===== src/rtl/usrt_rx_ctrl_pkg.sv =====
`default_nettype none
// +----------------------------------------------------------------------------+
// | usrt_rx_ctrl_pkg : register map, bit positions and frame layout            |
// | Rev 1.0                                                                    |
// +----------------------------------------------------------------------------+
package usrt_rx_ctrl_pkg;

  localparam logic [2:0] c_ADDR_DATA    = 3'd0;
  localparam logic [2:0] c_ADDR_STATUS  = 3'd1;
  localparam logic [2:0] c_ADDR_CTRL    = 3'd2;
  localparam logic [2:0] c_ADDR_BAUD_LO = 3'd3;
  localparam logic [2:0] c_ADDR_BAUD_HI = 3'd4;

  localparam int c_ST_AVAIL = 0;
  localparam int c_ST_FULL  = 1;
  localparam int c_ST_OVR   = 2;
  localparam int c_ST_PE    = 3;
  localparam int c_ST_FE    = 4;
  localparam int c_ST_RX_EN = 5;

  localparam int c_FRM_START  = 0;
  localparam int c_FRM_DAT_LO = 1;
  localparam int c_FRM_DAT_HI = 8;
  localparam int c_FRM_PAR    = 9;
  localparam int c_FRM_STOP   = 10;

  // Field order mirrors CTRL bits 3:0
  typedef struct packed {
    logic irq_en;
    logic par_odd;
    logic par_en;
    logic rx_en;
  } ctrl_t;

  function automatic logic f_parity_err(input logic [10:0] frame, input ctrl_t ctrl);
    return ctrl.par_en &
           (frame[c_FRM_PAR] != ((^frame[c_FRM_DAT_HI:c_FRM_DAT_LO]) ^ ctrl.par_odd));
  endfunction

endpackage
`default_nettype wire


===== src/rtl/usrt_fifo.sv =====
`default_nettype none
// +----------------------------------------------------------------------------+
// | usrt_fifo : synchronous FIFO, push accepted when full if a pop coincides   |
// | Rev 1.0                                                                    |
// +----------------------------------------------------------------------------+
module usrt_fifo #(
  parameter int WIDTH = 8,
  parameter int DEPTH = 4
) (
  input  logic             i_Pclk,
  input  logic             i_Rst_n,
  input  logic             i_Push,
  input  logic             i_Pop,
  input  logic [WIDTH-1:0] i_Din,
  output logic [WIDTH-1:0] o_Dout,
  output logic             o_Full,
  output logic             o_Empty
);

  localparam int c_AW = $clog2(DEPTH);
  localparam int c_CW = c_AW + 1;
  localparam logic [c_CW-1:0] c_FULL_CNT = c_CW'(DEPTH);

  logic [WIDTH-1:0] r_mem [DEPTH];
  logic [c_AW-1:0]  r_wptr;
  logic [c_AW-1:0]  r_rptr;
  logic [c_CW-1:0]  r_count;
  logic             w_do_push;
  logic             w_do_pop;

  assign o_Full    = (r_count == c_FULL_CNT);
  assign o_Empty   = (r_count == '0);
  assign w_do_pop  = i_Pop & ~o_Empty;
  assign w_do_push = i_Push & (~o_Full | w_do_pop);
  assign o_Dout    = r_mem[r_rptr];

  always_ff @(posedge i_Pclk or negedge i_Rst_n) begin
    if (!i_Rst_n) begin
      r_wptr  <= '0;
      r_rptr  <= '0;
      r_count <= '0;
    end else begin
      // Power-of-two depth lets pointers wrap by natural overflow
      if (w_do_push) r_wptr <= r_wptr + 1'b1;
      if (w_do_pop)  r_rptr <= r_rptr + 1'b1;
      if (w_do_push & ~w_do_pop)      r_count <= r_count + 1'b1;
      else if (w_do_pop & ~w_do_push) r_count <= r_count - 1'b1;
    end
  end

  always_ff @(posedge i_Pclk) begin
    if (w_do_push) r_mem[r_wptr] <= i_Din;
  end

endmodule
`default_nettype wire


===== src/rtl/usrt_rx_ctrl.sv =====
`default_nettype none
// +----------------------------------------------------------------------------+
// | usrt_rx_ctrl : USRT receive controller - registers, frame checks, RX FIFO  |
// | Rev 1.0                                                                    |
// +----------------------------------------------------------------------------+
module usrt_rx_ctrl
  import usrt_rx_ctrl_pkg::*;
#(
  parameter int          FIFO_DEPTH = 4,
  parameter logic [13:0] BAUD_RST   = 14'd87
) (
  input  logic        i_Pclk,
  input  logic        i_Rst_n,
  input  logic [2:0]  i_Addr,
  input  logic        i_Wr,
  input  logic        i_Rd,
  input  logic [7:0]  i_Wdata,
  output logic [7:0]  o_Rdata,
  input  logic [10:0] i_Frame,
  input  logic        i_Frame_Done,
  output logic [13:0] o_Baud,
  output logic        o_Rx_En,
  output logic        o_Irq
);

  ctrl_t       r_ctrl;
  logic [13:0] r_baud_shadow;
  logic [13:0] r_baud;
  logic        r_ovr, r_pe, r_fe;
  logic        r_done_d;
  logic        r_irq;
  logic [7:0]  r_rdata;

  logic        w_fifo_full, w_fifo_empty;
  logic [7:0]  w_fifo_dout;
  logic        w_event, w_frame_ok, w_pop, w_push;
  logic        w_set_fe, w_set_pe, w_set_ovr;
  logic [2:0]  w_clr;
  logic [7:0]  w_status;
  logic [7:0]  w_rd_val;

  assign w_event    = i_Frame_Done & ~r_done_d & r_ctrl.rx_en;
  assign w_frame_ok = ~i_Frame[c_FRM_START] & i_Frame[c_FRM_STOP];
  assign w_pop      = i_Rd & (i_Addr == c_ADDR_DATA) & ~w_fifo_empty;
  assign w_push     = w_event & w_frame_ok & (~w_fifo_full | w_pop);
  assign w_set_fe   = w_event & ~w_frame_ok;
  assign w_set_pe   = w_event & w_frame_ok & f_parity_err(i_Frame, r_ctrl);
  assign w_set_ovr  = w_event & w_frame_ok & w_fifo_full & ~w_pop;
  assign w_clr      = (i_Wr && i_Addr == c_ADDR_STATUS) ? i_Wdata[c_ST_FE:c_ST_OVR] : 3'b000;

  assign w_status = {2'b00, r_ctrl.rx_en, r_fe, r_pe, r_ovr, w_fifo_full, ~w_fifo_empty};

  always_comb begin
    w_rd_val = 8'h00;
    case (i_Addr)
      c_ADDR_DATA:    w_rd_val = w_fifo_empty ? 8'h00 : w_fifo_dout;
      c_ADDR_STATUS:  w_rd_val = w_status;
      c_ADDR_CTRL:    w_rd_val = {4'h0, r_ctrl};
      c_ADDR_BAUD_LO: w_rd_val = r_baud_shadow[7:0];
      c_ADDR_BAUD_HI: w_rd_val = {2'b00, r_baud_shadow[13:8]};
      default:        w_rd_val = 8'h00;
    endcase
  end

  usrt_fifo #(
    .WIDTH (8),
    .DEPTH (FIFO_DEPTH)
  ) u_fifo (
    .i_Pclk  (i_Pclk),
    .i_Rst_n (i_Rst_n),
    .i_Push  (w_push),
    .i_Pop   (w_pop),
    .i_Din   (i_Frame[c_FRM_DAT_HI:c_FRM_DAT_LO]),
    .o_Dout  (w_fifo_dout),
    .o_Full  (w_fifo_full),
    .o_Empty (w_fifo_empty)
  );

  always_ff @(posedge i_Pclk or negedge i_Rst_n) begin
    if (!i_Rst_n) begin
      r_ctrl        <= '0;
      r_baud_shadow <= BAUD_RST;
      r_baud        <= BAUD_RST;
      r_ovr         <= 1'b0;
      r_pe          <= 1'b0;
      r_fe          <= 1'b0;
      r_done_d      <= 1'b0;
      r_irq         <= 1'b0;
      r_rdata       <= 8'h00;
    end else begin
      r_done_d <= i_Frame_Done;
      if (i_Rd) r_rdata <= w_rd_val;

      if (i_Wr) begin
        case (i_Addr)
          c_ADDR_CTRL:    r_ctrl <= ctrl_t'(i_Wdata[3:0]);
          c_ADDR_BAUD_LO: r_baud_shadow[7:0] <= i_Wdata;
          c_ADDR_BAUD_HI: begin
            r_baud_shadow[13:8] <= i_Wdata[5:0];
            r_baud              <= {i_Wdata[5:0], r_baud_shadow[7:0]};
          end
          default: ;
        endcase
      end

      // A new error in the same cycle as its W1C clear must survive
      r_ovr <= w_set_ovr | (r_ovr & ~w_clr[0]);
      r_pe  <= w_set_pe  | (r_pe  & ~w_clr[1]);
      r_fe  <= w_set_fe  | (r_fe  & ~w_clr[2]);

      r_irq <= r_ctrl.irq_en & (~w_fifo_empty | r_ovr | r_pe | r_fe);
    end
  end

  assign o_Rdata = r_rdata;
  assign o_Baud  = r_baud;
  assign o_Rx_En = r_ctrl.rx_en;
  assign o_Irq   = r_irq;

endmodule
`default_nettype wire


===== config.mk =====
export PLATFORM = sky130hd
export DESIGN_NAME = usrt_rx_ctrl
export DESIGN_NICKNAME = d
export VERILOG_FILES = /design/src/rtl/usrt_rx_ctrl_pkg.sv /design/src/rtl/usrt_fifo.sv /design/src/rtl/usrt_rx_ctrl.sv
export SDC_FILE = /design/constraint.sdc
export NUM_CORES = 1
export LEC_CHECK = 0
export BUFFER_PORTS_ARGS = -buffer_cell sky130_fd_sc_hd__buf_2
export CAP_MARGIN = 20
export CORE_MARGIN = 3
export CORE_UTILIZATION = 60
export CTS_CLUSTER_SIZE = 20
export DETAILED_ROUTE_END_ITERATION = 10
export MAX_ROUTING_LAYER = met4
export PLACE_DENSITY_LB_ADDON = 0.2
export REMOVE_ABC_BUFFERS = 1
export SLEW_MARGIN = 10
export SYNTH_ARGS = -nofsm -noshare
export SYNTH_HDL_FRONTEND = slang
export SYNTH_HIERARCHICAL = 1
export SYNTH_SLANG_ARGS = --single-unit

===== constraint.sdc =====
create_clock -name i_Pclk -period 3.6 [get_ports i_Pclk]
set_input_delay 0.36 -clock i_Pclk [delete_from_list [all_inputs] [get_ports i_Pclk]]
set_output_delay 0.36 -clock i_Pclk [all_outputs]
set_load 0.01 [all_outputs]

==> summary.md <==
| Metric | Value |
|---|---|
| First-pass GRT wire length | between 10 and 15 mm |
| Initial Utilization | 0.633 |
| WHS Path Cells | 1 |
| IO buf count | 50 |
| Largest net degree at the start of global routing | 47 |
| Clock slew seen by the registers of the worst setup and hold paths | 80 ps |
| Fillcell total | 398 |
| Net Switching | 0.000760 W |
| Async SR Flop Fraction | 0.590 |
| Max Cap Violations | 0 |
| CTS HTree Levels | 3 |
| Reg2reg path depth | 12 |
| Post-Route WL | 6.71 mm |
| Root buf cell | clkbuf_8 |
| Syn. warnings | 6 |
| Layout area overhead | 12.7% |
| FF-to-FF setup slack | 770 ps |
| Crit Path Class | flip-flop to flip-flop |
| Largest fanout on the critical path | 7 |
| Post-synth EDFFs | 32 |
| Startpoint Class | flip-flop |
| Clock share of power | 0.234 |
| HP Class | input pin to flip-flop |
| Predominant post-synthesis flop cell | dfrtp_1 |
| Die area | 6910 um^2 |
| Post-Syn Area | 3570 um^2 |
| DRC Markers | 0 |
| Normalized max-slew margin | 0.426 |
| Fmax | 353 MHz |
| Seq pwr share | 0.515 |
| RSZ-0062 raised after global routing | false |
| Remaining antenna violation count | 0 |
| Number of diodes | 0 |
| Power Density | slightly above 600 nW/um^2 |
| Max VDD drop | 376 uV |
| Chip Width | 83.1 um |
| Worst Setup End Kind | flip-flop |
| Core Rows | 27 |
| Final Power | 0.00246 W |
| Share of cells above drive strength 1 | 0.426 |
| Core Box Area | between 5000 and 6000 um^2 |
| Avg Cell Area, Syn | 15.0 um^2 |
| Seq/Total Area, Yosys | 0.595 |
| TritonCTS clock tree | yes |
| Setup Buffers After CTS | 0 |
| Initial antenna violation count | 0 |
| All-Layer GR Usage | 0.215 |
| Clock sink count | between 70 and 80 |
| Final hold violation count | 0 |
| Reg-to-Reg End | u_fifo/r_count[2] |
| Critical Path RT | 3870 ps |
| Maximum buffer depth of the clock tree | 2 |
| # IOs | 51 |
| Total gr overflow | 0 |
| Fin crit share | 0.787 |
| Comb power frac | 0.251 |
| CTS buffer count | 9 |
| Slew @ Worst Pin | 861 ps |
| Worst flop-to-flop path startpoint | u_fifo/r_count[0] |
| Gate Count Post-Synth | ~240 |
| Count of cell types in the netlist | 47 |
| Total number of vias | 2,108 |
| First DRT Iteration DRCs | 101 |
| Worst hold endpoint | r_done_d |
| Clock Latency Late Sink | roughly 350 ps |
| Max-slew violations | 0 |
| Internal power | 0.00170 W |
| Crit path time final | approximately 2800 ps |
| Vias in the first global route | 2,185 |
| Switching Share | 0.309 |
| Skew final | 10.1 ps |
| Hold path start | i_Frame_Done |
| Routed wire length per instance | 18.5 um |
| Outcome | completed |
| Die Height | slightly above 80 um |
| WP data arrival | 3100 ps |
| Setup Viol. Count Final | 0 |
| GPL Wtd Cong | 0.901 |
| Fin Setup TNS | 0 ps |
| Layout Nets | 319 |
| DP Wirelength | 4.75 mm |
| Seq cells post-synth | 78 |
| Vias per cell | ~5.8 |
| Drt pass-1 iters | 4 |
| Leak | 1.64 nW |
stage by stage:
step                      instances  utilization  area [um^2]  hold WS, ps  setup WS, ps
after floorplan                 222            -         3470         64.4          1130
after detailed placement        345        0.677         3820          487           784
after CTS                       361        0.708         3990          124           744
after global placement          345        0.677         3820          485           900
final                           363        0.713         4020          135           768
after global routing            363        0.713         4020          124           487
power by group through the flow:
stage	sequential [W]	clock, W	combinational (W)
2_1_floorplan	0.00127	0	0.000385
3_3_place_gp	0.00128	0	0.000595
3_5_place_dp	0.00129	0	0.000617
4_1_cts	0.00127	0.000586	0.000619
5_1_grt	0.00129	0.000633	0.000672
6_report	0.00127	0.000576	0.000617
cell usage in the layout (no fill, tap or decap), types with 4 or more instances in the layout:
master | netlist | layout
buf_2 | 5 | 50
dfrtp_1 | 36 | 36
edfxtp_1 | 32 | 32
mux2_2 | 19 | 19
inv_1 | 14 | 14
xnor2_1 | 11 | 11
mux2_4 | 11 | 11
dfstp_2 | 10 | 10
clkbuf_8 | 0 | 9
nand2_1 | 8 | 8
o22ai_1 | 8 | 8
mux4_2 | 8 | 8
nand3b_1 | 6 | 6
nor2_1 | 6 | 6
a21oi_1 | 5 | 5
ha_1 | 5 | 5
and2_2 | 4 | 4
sequential cells by signal, indices dropped and copies added, names as in the netlist:
| register | flops |
|---|---|
| r_ovr | 1 |
| r_ctrl | 3 |
| o_Rdata | 8 |
| o_Rx_En | 1 |
| u_fifo/r_count | 3 |
| u_fifo/r_mem | 32 |
| u_fifo/r_wptr | 2 |
| o_Baud | 8 |
| r_fe | 1 |
| r_pe | 1 |
| u_fifo/r_rptr | 2 |
| o_Irq | 1 |
| r_done_d | 1 |
| r_baud_shadow | 14 |
worst max-delay path by stage:
stage	to	slack, ps	depth (start not counted)	startpoint
2_1_floorplan	u_fifo/r_count[2]	1130	11	u_fifo/r_count[0]
3_3_place_gp	u_fifo/r_count[2]	900	11	i_Addr[2]
3_5_place_dp	u_fifo/r_count[2]	780	12	u_fifo/r_count[0]
4_1_cts	u_fifo/r_count[2]	740	12	u_fifo/r_count[0]
5_1_grt	u_fifo/r_count[2]	490	12	u_fifo/r_count[0]
6_report	u_fifo/r_count[2]	770	12	u_fifo/r_count[0]
critical path: stages (launching register included):
cell	delay, ps
dfrtp_1	490
nor3_1	100
buf_4	170
nor4_2	290
nand2_1	140
a21boi_0	200
a21boi_4	290
ha_1	230
inv_1	60
fa_1	380
xor2_1	150
nor2_1	110
xor2_1	160
cells in the mapped netlist, drive strengths merged (2+ instances only):
cell type | count | share of area
mux4 | 8 | 0.050
mux2i | 3 | 0.0084
a21boi | 2 | 0.0074
inv | 14 | 0.015
nor3 | 3 | 0.0042
dfrtp | 36 | 0.25
nand2 | 8 | 0.0084
buf | 12 | 0.023
nor3b | 2 | 0.0074
nor2 | 6 | 0.0063
nand2b | 3 | 0.0053
nand3b | 6 | 0.013
a32oi | 2 | 0.0049
clkbuf | 4 | 0.0046
ha | 5 | 0.018
o22ai | 8 | 0.014
a22o | 2 | 0.0049
a32o | 3 | 0.0084
a21oi | 5 | 0.0070
and3b | 2 | 0.0049
xnor2 | 11 | 0.027
dfstp | 10 | 0.074
xor2 | 2 | 0.0049
and2 | 4 | 0.0084
edfxtp | 32 | 0.27
mux2 | 30 | 0.11
routing by layer:
layer | share of wire | track usage | routed length, um
met2 | 0.50 | 0.337 | 3320
met4 | 0.016 | 0.0877 | 104
met1 | 0.44 | 0.277 | 2980
met3 | 0.045 | 0.0446 | 301
met5 | 0 | - | 0
layout make-up:
| type | count | area [um^2] | area share |
|---|---|---|---|
| clock buffers | 9 | 124 | 0.0308 |
| multi-input cells | 130 | 1290 | 0.322 |
| repair buffers | 53 | 288 | 0.0715 |
| flip-flops and latches | 78 | 2120 | 0.528 |
| inverters | 14 | 52.6 | 0.0131 |
| well taps | 72 | 90.1 | 0.0224 |
| clock inverters | 7 | 48.8 | 0.0121 |
kinds of logic (layout without fill, tap and decap cells):
kind of cell / count (synthesis) / after routing / synth area share
muxes: 41 / 41 / 0.165
adders and majority gates: 6 / 6 / 0.0231
buffers and inverters: 30 / 83 / 0.0421
and+or+nand+nor: 39 / 39 / 0.0694
DFF: 78 / 78 / 0.595
xor gates and xnor gates: 14 / 14 / 0.0382
AOI/OAI and AO/OA: 30 / 30 / 0.0670
timing repair:
action,4_1_cts,5_1_grt
endpoints found under the hold margin,0,1
hold buffers,0,1
resized for setup,0,0
No activity file was read; power rests on OpenSTA's default activity.
